--- config.mk ---
export PLATFORM = sky130hd
export DESIGN_NAME = input_setup
export DESIGN_NICKNAME = d
export VERILOG_FILES = /design/src/rtl/input_setup.sv
export SDC_FILE = /design/constraint.sdc
export NUM_CORES = 1
export LEC_CHECK = 0
export ABC_AREA = 0
export BUFFER_PORTS_ARGS = -buffer_cell sky130_fd_sc_hd__buf_4
export CAP_MARGIN = 25
export CORE_UTILIZATION = 45
export CTS_CLUSTER_SIZE = 24
export DETAILED_ROUTE_END_ITERATION = 8
export PLACE_DENSITY = 0.71
export SYNTH_ARGS = -nofsm -noshare
export SYNTH_HDL_FRONTEND = slang
export SYNTH_SLANG_ARGS = --single-unit
--- constraint.sdc ---
create_clock -name clk -period 8 [get_ports clk]
set_input_delay 1.6 -clock clk [delete_from_list [all_inputs] [get_ports clk]]
set_output_delay 1.6 -clock clk [all_outputs]
set_load 0.03 [all_outputs]
--- src/rtl/input_setup.sv ---
`default_nettype none
// +----------------------------------------------------------------------------+
// | Module      : input_setup                                                  |
// | Description : Captures a 2x2 activation tile and feeds it diagonally       |
// |               skewed into the left edge of a 2x2 systolic array.           |
// | Revision    : 1.0 - initial release                                        |
// +----------------------------------------------------------------------------+
module input_setup #(
  parameter int DATA_WIDTH = 32
) (
  input  logic                  clk,
  input  logic                  reset,
  input  logic                  valid_in,
  input  logic [DATA_WIDTH-1:0] ub_in_00,
  input  logic [DATA_WIDTH-1:0] ub_in_01,
  input  logic [DATA_WIDTH-1:0] ub_in_10,
  input  logic [DATA_WIDTH-1:0] ub_in_11,
  output logic                  ready,
  output logic [DATA_WIDTH-1:0] a_row0,
  output logic [DATA_WIDTH-1:0] a_row1,
  output logic                  a_valid0,
  output logic                  a_valid1,
  output logic                  busy,
  output logic                  done
);

  typedef enum logic [1:0] {
    IDLE = 2'd0,
    S0   = 2'd1,
    S1   = 2'd2,
    S2   = 2'd3
  } state_t;

  state_t                r_state;
  state_t                w_state_nxt;
  logic [DATA_WIDTH-1:0] r_t00, r_t01, r_t10, r_t11;
  logic [DATA_WIDTH-1:0] r_a_row0, r_a_row1;
  logic                  r_a_valid0, r_a_valid1, r_busy, r_done;
  logic [DATA_WIDTH-1:0] w_row0_nxt, w_row1_nxt;
  logic                  w_valid0_nxt, w_valid1_nxt, w_done_nxt;
  logic                  w_capture;

  assign ready     = (r_state == IDLE) || (r_state == S2);
  assign w_capture = valid_in && ready;

  always_comb begin
    w_state_nxt  = IDLE;
    w_row0_nxt   = '0;
    w_row1_nxt   = '0;
    w_valid0_nxt = 1'b0;
    w_valid1_nxt = 1'b0;
    w_done_nxt   = 1'b0;

    case (r_state)
      IDLE:    w_state_nxt = w_capture ? S0 : IDLE;
      S0:      w_state_nxt = S1;
      S1:      w_state_nxt = S2;
      S2:      w_state_nxt = w_capture ? S0 : IDLE;
      default: w_state_nxt = IDLE;
    endcase

    // S0 is only entered on a capture, so t00 comes straight from the bus.
    case (w_state_nxt)
      S0: begin
        w_row0_nxt   = ub_in_00;
        w_valid0_nxt = 1'b1;
      end
      S1: begin
        w_row0_nxt   = r_t01;
        w_row1_nxt   = r_t10;
        w_valid0_nxt = 1'b1;
        w_valid1_nxt = 1'b1;
      end
      S2: begin
        w_row1_nxt   = r_t11;
        w_valid1_nxt = 1'b1;
        w_done_nxt   = 1'b1;
      end
      default: ;
    endcase
  end

  always_ff @(posedge clk or posedge reset) begin
    if (reset) begin
      r_state    <= IDLE;
      r_t00      <= '0;
      r_t01      <= '0;
      r_t10      <= '0;
      r_t11      <= '0;
      r_a_row0   <= '0;
      r_a_row1   <= '0;
      r_a_valid0 <= 1'b0;
      r_a_valid1 <= 1'b0;
      r_busy     <= 1'b0;
      r_done     <= 1'b0;
    end else begin
      r_state    <= w_state_nxt;
      r_a_row0   <= w_row0_nxt;
      r_a_row1   <= w_row1_nxt;
      r_a_valid0 <= w_valid0_nxt;
      r_a_valid1 <= w_valid1_nxt;
      r_busy     <= (w_state_nxt != IDLE);
      r_done     <= w_done_nxt;
      if (w_capture) begin
        r_t00 <= ub_in_00;
        r_t01 <= ub_in_01;
        r_t10 <= ub_in_10;
        r_t11 <= ub_in_11;
      end
    end
  end

  assign a_row0   = r_a_row0;
  assign a_row1   = r_a_row1;
  assign a_valid0 = r_a_valid0;
  assign a_valid1 = r_a_valid1;
  assign busy     = r_busy;
  assign done     = r_done;

endmodule
`default_nettype wire
### Yosys cells after proc, flatten, opt, wreduce, memory -nomap -nowiden

Index checks and enable logic that the tools add are counted.

* reductions and logical operators: 7
* multiplexer cells: 7
* equal/unequal tests: 6

Operators by type and width (count)
* $pmux 32 s2: 2
* $eq 2x2->1 const B: 4
* $pmux 2 s3: 1
* $reduce_or 2->1: 3
* $eq 2x1->1 const B: 2
* $mux 1: 4
* $logic_not 2->1: 1
* $reduce_bool 2->1: 1
* $logic_and 1x1->1: 1
* $logic_or 1x1->1: 1

* output and inout bits: 69
* word-level logic and storage cells: 30
* input port bits: 131
* register bits after elaboration: 166

### Longest topological paths before layout

* word-level depth: 8
* mapped depth: 7
* gate-level depth less buffers: 4

### Least setup slack after synthesis

Ideal clock, no wire load.

* path kind: register to output
* start point: reg, netlist name a_valid1
* end point: out ready
* path slack: 5404 ps
* stages on the path, launching flop included: 2
* data required time: 6400 ps
* data arrival time: 996 ps
* path buffers: 0
* cell sequence: dfrtp_1 > ha_1

RTL lines
* end: declaration: RTL line 18 `output logic ready,`

### Worst setup path after layout

* start point: reg r_state[0]
* end point: reg r_t01[14]

* cells in the longest elaborated chain, start to end: 3
* elaborated cells between the ends (all ways): 4
* classes of those cells: eq/ne: 1; reduce/logical: 3

Ends and longest elaborated chain
* start: declaration: RTL line 34 `state_t r_state;`
* start signal: assignment: RTL line 97 `r_state <= w_state_nxt;`
* $eq 2x2->1 or $logic_not 2->1 (tied branches): RTL line 43 `assign ready = (r_state == IDLE) || (r_state == S2);`
* $logic_or 1x1->1 *: RTL line 43
* $logic_and 1x1->1 *: RTL line 44 `assign w_capture = valid_in && ready;`
* end signal: assignment: RTL line 106 `r_t01 <= ub_in_01;`
* end: declaration: RTL line 36 `logic [DATA_WIDTH-1:0] r_t00, r_t01, r_t10, r_t11;`

Every way passes the cells marked *; elsewhere a longest branch is shown, timed or not.
A chain may end at the register's enable or synchronous reset.

==> metrics.csv <==
stage,metric,value,unit
cells_and_area,Final nets,729,
route,Starting DRT DRC Count,231,
cts,clock buffer count from CTS,17,
cells_and_area,FF+latch area,0.004129,sq mm
worst_setup_path,Arrival @ worst endpoint,3.46,ns
worst_setup_path,most frequent CP cell,buf_4,
worst_setup_path,"Slowest-stage cell, CP",buf_4,
job,max_cap viols,0,
route,1st-pass router iterations,4,
timing,RSZ-0062 raised after global routing,no,
global_route,largest net degree at the start of global routing,112,
route,DRC viols,0,
pwr,Int Pwr,2.380,mW
timing,Max transition margin,44.96,%
floorplanning,Die W,120.5,microns
worst_setup_path,Startpoint Class,flip-flop,
global_route,Tot GR Track Use,21.24,%
min_path,min-delay worst type,reg -> reg,
cells_and_area,ratio of cells with drive above 1 in the final layout,55.19,%
pwr,Sw Share,35.29,%
pwr,register share of total power,37.6,%
floorplanning,initial core utilization,46.98,%
pwr,power share of the combinational group,41.8,%
logic_synthesis,YS warnings,0,
worst_setup_path,"Data required, critical path",8.30,ns
route,Routed WL,14620,microns
floorplanning,die area,0.01452,sq mm
place,gpl congestion,0.7558,
cts,Sink Count,165,
cts,Post-CTS Hold Fix Bufs,0,
cells_and_area,FILL cells,1023,
logic_synthesis,Synth Area per Inst,15.68,sq um
timing,measured slew at the worst slew-check pin,0.8256,ns
worst_setup_path,Reg2Reg Setup Slack,4.84,ns
cts,Max Root-Sink Buffers,2,
global_route,antenna violations before repair,0,
logic_synthesis,"flops & latches, synth",165,
logic_synthesis,Post-Syn Area,0.006320,sq mm
logic_synthesis,Yosys cell types,18,
cells_and_area,fin util,63.08,%
place,Placed Area,0.007904,sq mm
pwr,maximum vdd ir drop,0.2169,mV
route,post-route ant nets,0,
cts,post-CTS sizing,0,
cells_and_area,"commonest non-fill, non-tap cells in the layout","buf_4 (203), dfrtp_1 (165), mux2_2 (56)",
place,IO Port Bufs,199,
cts,worst-skew pair later-pin latency,0.42,ns
route,routed len/inst,18.67,microns
cts,CTS tree,done,
cts,CTS clock-pin slew for the worst setup and hold paths,0.06,ns
cells_and_area,"commonest non-fill, non-tap cell in the layout",buf_4,
worst_setup_path,Buf/Inv on CP,3,
cells_and_area,design area,0.008486,sq mm
worst_setup_path,CP Max Fanout,69,
timing,clock skew,0.005174,ns
route,Vias/cell,5.262,
worst_setup_path,Setup CP Type,reg -> reg,
cells_and_area,ant diodes,0,
place,post-DP HPWL,9469,microns
global_route,vias in the first global route,4329,
cts,CTS H-Tree Depth,4,
timing,# setup viols final,0,
timing,endpoints failing hold,0,
floorplanning,IO Count,200,
outcome,run status,"complete, no violations",
logic_synthesis,cell count after synthesis,403,
worst_setup_path,CP endpoint kind,flip-flop,
cells_and_area,area occupied by multi-input gates,0.002011,sq mm
timing,fin crit share,39.51,%
timing,FMAX,316.4,MHz
worst_setup_path,"slowest stage delay, CP",0.64,ns
floorplanning,Site Rows,42,
pwr,Clk pwr share,20.6,%
cts,post-CTS setup repair buffer count,0,
cells_and_area,Area Overhead vs Synth,34.27,%
floorplanning,core area,0.01345,sq mm
logic_synthesis,syn_nets,538,
logic_synthesis,register area share after synthesis,65.33,%
pwr,LEAKAGE,4.153,nW
cts,Clock Tree Root,clkbuf_16,
timing,fin. max-slew vios,0,
timing,setup TNS,0,ns
global_route,global-route wire length before repair,22880,microns
floorplanning,die height,120.5,microns
pwr,Psw,1.298,mW
pwr,Power Dens Cells,433.5,mW/mm^2
worst_setup_path,"delay-heaviest family, CP",buffers and inverters,
route,via total after detailed routing,4120,
timing,fin crit period,3.161,ns
worst_setup_path,worst-path cell chain,inv_1 > ha_2 > buf_4 > nand2_4 > buf_4 > mux2_4,
global_route,grt total ovfl,0,
-- synth_stat cells --
library cell  number  share of area (%)
a22oi_1           32                3.8
dfrtp_1          165                 65
mux2_2            56                 10
ha_1               4               0.79
nor2_1            33                2.0
inv_1              4               0.24
mux2_4            40                9.5
buf_6              5               0.89
o21ba_2            1               0.16
clkbuf_1          10               0.59
nand2b_1           1              0.099
a32o_1            32                5.1
nand2_2            1              0.099
a21o_1             1               0.12
buf_1              5               0.30
buf_2             11               0.87
buf_4              1               0.12
a21oi_1            1              0.079
-- per-stage QoR --
step / total power [mW] / worst slack [ns] / std cells / hold WS, ns
6_report: 3.679 / 4.839 / 783 / 0.5031
3_3_place_gp: 2.875 / 4.458 / 750 / 0.4694
5_1_grt: 3.881 / 4.667 / 783 / 0.5143
4_1_cts: 3.709 / 4.811 / 782 / 0.5038
3_5_place_dp: 2.945 / 4.403 / 750 / 0.4902
2_1_floorplan: 2.526 / 1.938 / 403 / 0.4603
-- final cells by class --
type | instances | area share (%)
inverters | 4 | 0.2359
multi-input cells | 202 | 23.70
repair buffers | 204 | 18.28
clock buffers | 20 | 5.264
flip-flops and latches | 165 | 48.66
well taps | 176 | 2.595
clock inverters | 12 | 1.268
-- power groups by stage --
stage                     sequential (mW)  clock (mW)  combinational, mW
after floorplan                      1.54           0              0.987
after global placement               1.38           0               1.50
after detailed placement             1.39           0               1.55
after CTS                            1.38       0.772               1.55
after global routing                 1.42       0.812               1.65
final                                1.38       0.757               1.54
-- state kept, by name, summed over array words and instances (netlist names) --
signal and count:
done 1, a_row1 32, r_t01 32, r_t11 32, a_valid1 1, r_state 1
a_row0 32, busy 1, a_valid0 1, r_t10 32
-- per-layer routing --
metal | vias to the layer above | global-route usage [%] | part of all wire (%)
met5 | - | 0 | 0
met1 | 2096 | 25.96 | 39
met3 | 28 | 6.038 | 5.8
li1 | 1843 | - | -
met4 | 0 | 10.42 | 3.2
met2 | 153 | 34.63 | 52
-- logic make-up after synthesis --
kind of cell,share of synthesized area [%]
AOI/OAI and AO/OA,9.226
adders and majority gates,0.7920
buffers and inverters,3.009
DFF,65.33
muxes,19.48
and+or+nand+nor,2.158
-- final timing paths --
check	startpoint	end	cells after the start
worst max register to register	r_state[0]$_DFF_PP0_	r_t01[14]$_DFFE_PP0P_	6
worst max-delay path	r_state[0]$_DFF_PP0_	r_t01[14]$_DFFE_PP0P_	6
min in group asynchronous	reset	a_row1[13]$_DFF_PP0_	2
worst min register to register	r_t01[3]$_DFFE_PP0P_	a_row0[3]$_DFF_PP0_	1
worst min-delay path	r_t01[3]$_DFFE_PP0P_	a_row0[3]$_DFF_PP0_	1
max in group asynchronous	reset	r_t01[7]$_DFFE_PP0P_	4
No activity file was read; power rests on OpenSTA's default activity.
